--- src/rtl/disp_hm_scan.sv ---
// ---------------------------------------------------------------------------
// disp_hm_scan
//   Drives a 4-digit multiplexed 7-segment display (HH:MM) from the BCD
//   outputs of the hour/minute counters. All four digits are captured into
//   shadow registers once per scan frame so a counter update mid-frame never
//   shows a torn value. Hour and minute pairs can blink independently for
//   time-setting, and the colon blinks at the same rate.
//
// Parameters
//   SCAN_DIV      clock cycles each digit stays lit (>= 2)
//   BLINK_FRAMES  full 4-digit frames per blink-phase toggle (>= 1)
//
// Ports
//   dsp_clock   in   system clock
//   dsp_reset   in   asynchronous active-low reset
//   dsp_enable  in   1 = scan runs, 0 = freeze counters and blank display
//   dsp_h_uni   in   hours units digit (4b)
//   dsp_h_dez   in   hours tens digit (3b)
//   dsp_m_uni   in   minutes units digit (4b)
//   dsp_m_dez   in   minutes tens digit (3b)
//   dsp_blink   in   bit1 = blink hour pair, bit0 = blink minute pair
//   dsp_seg     out  segments a..g on bit6..bit0, active-low
//   dsp_dp      out  colon point, active-low
//   dsp_an      out  digit anodes, active-low, one-hot or all off
//   dsp_frame   out  one-cycle pulse when a new snapshot takes effect
// ---------------------------------------------------------------------------
module disp_hm_scan #(
    parameter int SCAN_DIV     = 50000,
    parameter int BLINK_FRAMES = 125
) (
    input  logic       dsp_clock,
    input  logic       dsp_reset,
    input  logic       dsp_enable,
    input  logic [3:0] dsp_h_uni,
    input  logic [2:0] dsp_h_dez,
    input  logic [3:0] dsp_m_uni,
    input  logic [2:0] dsp_m_dez,
    input  logic [1:0] dsp_blink,
    output logic [6:0] dsp_seg,
    output logic       dsp_dp,
    output logic [3:0] dsp_an,
    output logic       dsp_frame
);

    localparam int PW = (SCAN_DIV > 1) ? $clog2(SCAN_DIV) : 1;
    localparam int BW = (BLINK_FRAMES > 1) ? $clog2(BLINK_FRAMES) : 1;
    localparam logic [PW-1:0] PRE_LAST = PW'(SCAN_DIV - 1);
    localparam logic [BW-1:0] BLK_LAST = BW'(BLINK_FRAMES - 1);

    // Active-low abcdefg; anything outside 0..9 shows a dash.
    function automatic logic [6:0] seg_decode(input logic [3:0] v);
        logic [6:0] s;
        case (v)
            4'd0:    s = 7'b0000001;
            4'd1:    s = 7'b1001111;
            4'd2:    s = 7'b0010010;
            4'd3:    s = 7'b0000110;
            4'd4:    s = 7'b1001100;
            4'd5:    s = 7'b0100100;
            4'd6:    s = 7'b0100000;
            4'd7:    s = 7'b0001111;
            4'd8:    s = 7'b0000000;
            4'd9:    s = 7'b0000100;
            default: s = 7'b1111110;
        endcase
        return s;
    endfunction

    logic [PW-1:0] pre_q, pre_d;
    logic [1:0]    idx_q, idx_d;
    logic [BW-1:0] blk_q, blk_d;
    logic          phase_q, phase_d;
    logic [3:0]    sh_mu_q, sh_md_q, sh_hu_q, sh_hd_q;
    logic [3:0]    sh_mu_d, sh_md_d, sh_hu_d, sh_hd_d;
    logic [6:0]    seg_q, seg_d;
    logic          dp_q, dp_d;
    logic [3:0]    an_q, an_d;
    logic          frame_q, frame_d;

    logic          tick;
    logic          snap;
    logic [3:0]    cur_digit;

    always_comb begin
        tick = (pre_q == PRE_LAST) && dsp_enable;
        snap = tick && (idx_q == 2'd3);

        // Prescaler and digit index freeze while disabled so a re-enable
        // resumes the same digit with its remaining dwell time.
        pre_d = pre_q;
        if (dsp_enable) begin
            pre_d = tick ? '0 : pre_q + 1'b1;
        end
        idx_d = tick ? idx_q + 2'd1 : idx_q;

        blk_d   = blk_q;
        phase_d = phase_q;
        sh_mu_d = sh_mu_q;
        sh_md_d = sh_md_q;
        sh_hu_d = sh_hu_q;
        sh_hd_d = sh_hd_q;
        if (snap) begin
            sh_mu_d = dsp_m_uni;
            sh_md_d = {1'b0, dsp_m_dez};
            sh_hu_d = dsp_h_uni;
            sh_hd_d = {1'b0, dsp_h_dez};
            if (blk_q == BLK_LAST) begin
                blk_d   = '0;
                phase_d = ~phase_q;
            end else begin
                blk_d = blk_q + 1'b1;
            end
        end

        case (idx_q)
            2'd0:    cur_digit = sh_mu_q;
            2'd1:    cur_digit = sh_md_q;
            2'd2:    cur_digit = sh_hu_q;
            default: cur_digit = sh_hd_q;
        endcase

        an_d  = 4'b1111;
        seg_d = 7'b1111111;
        dp_d  = 1'b1;
        if (dsp_enable) begin
            // idx_q[1] selects the pair: 0 = minutes, 1 = hours.
            if (!(dsp_blink[idx_q[1]] && !phase_q)) begin
                an_d = ~(4'b0001 << idx_q);
            end
            // Segments stay driven on a blanked digit; the anode gates them.
            seg_d = seg_decode(cur_digit);
            dp_d  = !((idx_q == 2'd2) && phase_q);
        end
        frame_d = snap;
    end

    always_ff @(posedge dsp_clock or negedge dsp_reset) begin
        if (!dsp_reset) begin
            pre_q   <= '0;
            idx_q   <= 2'd0;
            blk_q   <= '0;
            phase_q <= 1'b1;
            sh_mu_q <= 4'd0;
            sh_md_q <= 4'd0;
            sh_hu_q <= 4'd0;
            sh_hd_q <= 4'd0;
            seg_q   <= 7'b1111111;
            dp_q    <= 1'b1;
            an_q    <= 4'b1111;
            frame_q <= 1'b0;
        end else begin
            pre_q   <= pre_d;
            idx_q   <= idx_d;
            blk_q   <= blk_d;
            phase_q <= phase_d;
            sh_mu_q <= sh_mu_d;
            sh_md_q <= sh_md_d;
            sh_hu_q <= sh_hu_d;
            sh_hd_q <= sh_hd_d;
            seg_q   <= seg_d;
            dp_q    <= dp_d;
            an_q    <= an_d;
            frame_q <= frame_d;
        end
    end

    assign dsp_seg   = seg_q;
    assign dsp_dp    = dp_q;
    assign dsp_an    = an_q;
    assign dsp_frame = frame_q;

endmodule

--- config.mk ---
export PLATFORM = sky130hd
export DESIGN_NAME = disp_hm_scan
export DESIGN_NICKNAME = d
export VERILOG_FILES = /design/src/rtl/disp_hm_scan.sv
export SDC_FILE = /design/constraint.sdc
export NUM_CORES = 1
export LEC_CHECK = 0
export CORE_AREA = 2 2 77 79
export DETAILED_ROUTE_END_ITERATION = 10
export DIE_AREA = 0 0 79 81
export HOLD_SLACK_MARGIN = 0.08
export PLACE_DENSITY = 0.69
export SYNTH_ARGS = -nofsm -noshare
export SYNTH_HDL_FRONTEND = slang
export SYNTH_SLANG_ARGS = --single-unit
--- constraint.sdc ---
create_clock -name dsp_clock -period 3 [get_ports dsp_clock]
set_input_delay 0.6 -clock dsp_clock [delete_from_list [all_inputs] [get_ports dsp_clock]]
set_output_delay 0.6 -clock dsp_clock [all_outputs]
set_load 0.005 [all_outputs]
==> flow_summary_export.csv <==
group,metric,value,unit
status,outcome,"finished, final reports clean",
yosys,synth_commonest_cells,"dfrtp_1 (40), nand2_1 (19), nor2_1 (16), mux2_2 (15)",
setup_path,crit_arrival,2.60,ns
flow_run,max-cap-violations,0,
yosys,yosysMostFrequentCell,"dfrtp_1",
floorplanning,fp.dieH,81,µm
setup_path,worstReg2RegStart,"idx_q[0]",
yosys,synth_top_flop_cell,"dfrtp_1",
clock_tree,ctsHtreeMaxLevel,2,
setup_path,r2r_end,"dsp_seg[3]",
detailed_routing,vias,1907,
yosys,synth_seq_area_share,51.3,%
clock_tree,clk_latency,0.31,ns
final_layout,drive_gt1_share,15.8,%
yosys,synth_cell_type_count,48,
global_route,grt_pass1_vias,1747,
timing,tightest_slew,1.05,ns
timing,final.hold.worst_slack,0.469,ns
clock_tree,cts_tree,"yes",
yosys,synth_edf_count,0,
global_route,grt.overflow.total,0,
setup_path,crit_start,"idx_q[0]",
detailed_routing,remaining_drc_errors,0,
floorplanning,io-pin-count,32,
floorplanning,start_util,46.1,%
yosys,synth_seq_cells,53,
timing,relSlewSlack,30.1,%
place,place_ws,0.582,ns
clock_tree,clk_pin_slew_worst_paths,0.10,ns
floorplanning,fp.dieW,79,µm
power,power_density,426,nW/µm²
clock_tree,cts_hold_buffers,0,
clock_tree,cts.sinks,53,
clock_tree,cts-root-buf,"clkbuf_8",
global_route,grt_max_degree,49,
timing,setup_viol,0,
power,combPwrFrac,9.5,%
yosys,postSynth.asyncResetShare,100,%
power,p_sw,0.337,mW
detailed_routing,final_antenna_net_count,0,
power,ir_drop,0.229,mV
final_layout,diodes,0,
final_layout,postLayoutCoreUtil,54.7,%
setup_path,cp-start-kind,"register",
setup_path,crit_fanout,7,
setup_path,critPathRequiredTime,3.23,ns
clock_tree,clock_path_buffers,2,
setup_path,r2r_slack,0.63,ns
final_layout,final_area,3110,µm²
timing,rsz0062_at_grt,"false",
power,seq_power_share,60.6,%
detailed_routing,wire_per_inst,13.8,µm
floorplanning,rows,28,
power,p_int,0.984,mW
setup_path,reg2reg_depth,8,
detailed_routing,vias_per_cell,5.40,
power,sw_frac_of_total,25.5,%
yosys,yosys.area.top_type,"dfrtp_1",
power,p_leak,1.36,nW
detailed_routing,wirelength,4870,µm
timing,finalHoldViolCount,0,
yosys,syn_area,2620,µm²
clock_tree,cts_buffers,5,
global_route,antenna_found_initial,0,
place,numPortBuffers,31,
clock_tree,cts-resized-gates,0,
detailed_routing,first_iter_violations,218,
yosys,synthTopCellsByArea,"dfrtp_1 (38%), dfstp_2 (13%), mux2_2 (6.5%)",
timing,max_clock_freq,422,MHz
timing,setup-tns-final,0,ns
timing,finalCriticalPeriod,2.37,ns
floorplanning,die-area,6400,µm²
final_layout,nNetsFinal,309,
timing,drv_slew,0,
final_layout,syn_to_final_growth,18.8,%
power,clkPwrFrac,29.9,%
yosys,synth_top_area_share,38.3,%
yosys,synth_nets,272,
place,dp_hpwl,3530,µm
setup_path,end_kind,"register",
min_path,worst_hold_path_type,"primary input to async pin",
yosys,avgSynthCellArea,10.9,µm²
place,gp_congestion,0.907,
place,dpl_cell_area,3020,µm²
yosys,yosysWarningCount,0,
global_route,grt_usage,16.9,%
clock_tree,cts_setup_buffers,0,
yosys,syn_inst,240,
floorplanning,core,5680,µm²
detailed_routing,firstDrtPassIters,4,
timing,period_share,79.0,%
setup_path,worst-setup-path-type,"register to register",
global_route,grt_pass1_wl,8450,µm
timing,setup_slack,0.630,ns
timing,fin_worst_skew,0.00665,ns
metrics by stage:
step                      power, mW  cells
after global placement        0.936    345
after detailed placement      0.940    345
after global routing           1.39    353
after CTS                      1.34    353
final                          1.32    353
after floorplan               0.870    240
final cells by class:
type                            count  area [µm²]
Timing Repair Buffer               36         343
Clock inverter                      3        17.5
Tap cell                           75        93.8
Inverter                           12        45.0
Fill cell                         497        2570
Multi-Input combinational cell    169        1190
Sequential cell                    53        1340
Clock buffer                        5        68.8
cells by family after synthesis:
group,after synthesis,synth area share [%]
AND/OR/NAND/NOR,82,16.0
buffers and inverters,18,2.97
AO/OA/AOI/OAI,44,11.8
multiplexers,17,7.27
adder cells (fa/ha/maj),13,6.22
XOR/XNOR,13,4.35
flip-flops,53,51.3
flip-flops by register name, indices dropped and copies added, names as in the netlist:
name and count:
sh_hd_q 3, pre_q 16, blk_q 7, dsp_an 4, sh_hu_q 4, sh_md_q 3
idx_q 2, dsp_seg 7, sh_mu_q 4, dsp_dp 1, dsp_frame 1, phase_q 1
how the worst max path moves through the flow:
stage,to,slack [ns],depth (start not counted)
global placement,blk_q[5],0.61,6
finish,dsp_seg[3],0.63,8
CTS,dsp_seg[3],0.63,8
global route,dsp_seg[3],0.39,8
floorplan,dsp_seg[3],0.95,8
detailed placement,blk_q[5],0.58,6
cell usage in the layout, fill, tap and decap left out, drive strengths merged, types with 2 or more instances in the layout:
master	instances
and3	7
clkdlybuf4s50	30
nor3	8
ha	13
dfstp	13
dfrtp	40
nor2b	2
a211oi	2
mux2	16
clkinv	2
nor2	17
o31ai	3
nand3	12
xnor2	8
clkbuf	5
o21a	2
a22oi	3
and4	2
a222oi	2
inv	12
xor2	5
nand2	19
a21oi	4
a21o	2
nand4	4
o21ai	11
a2bb2oi	3
nor4	5
buf	6
a22o	3
per-layer routing:
layer	global-route usage (%)	up-vias	routed length (µm)
li1	-	941	-
met1	24.5	912	2460
met2	25.3	48	2110
met3	3.44	6	222
met4	5.69	0	80
met5	0	-	0
power groups by stage:
stage | combinational, mW | sequential (mW) | clock [mW]
after CTS | 0.128 | 0.801 | 0.413
final | 0.125 | 0.801 | 0.395
after global routing | 0.144 | 0.808 | 0.439
after floorplan | 0.0657 | 0.804 | 0
after detailed placement | 0.128 | 0.812 | 0
after global placement | 0.123 | 0.813 | 0
worst max-delay path, stage by stage (launching register included):
cell      delay, ns
dfrtp_1        0.42
inv_1          0.11
ha_1           0.30
a222oi_1       0.55
a21o_1         0.28
inv_1          0.08
ha_1           0.29
nor3_1         0.17
o21ai_0        0.09
Note: power is estimated with default switching activity, not from simulation.
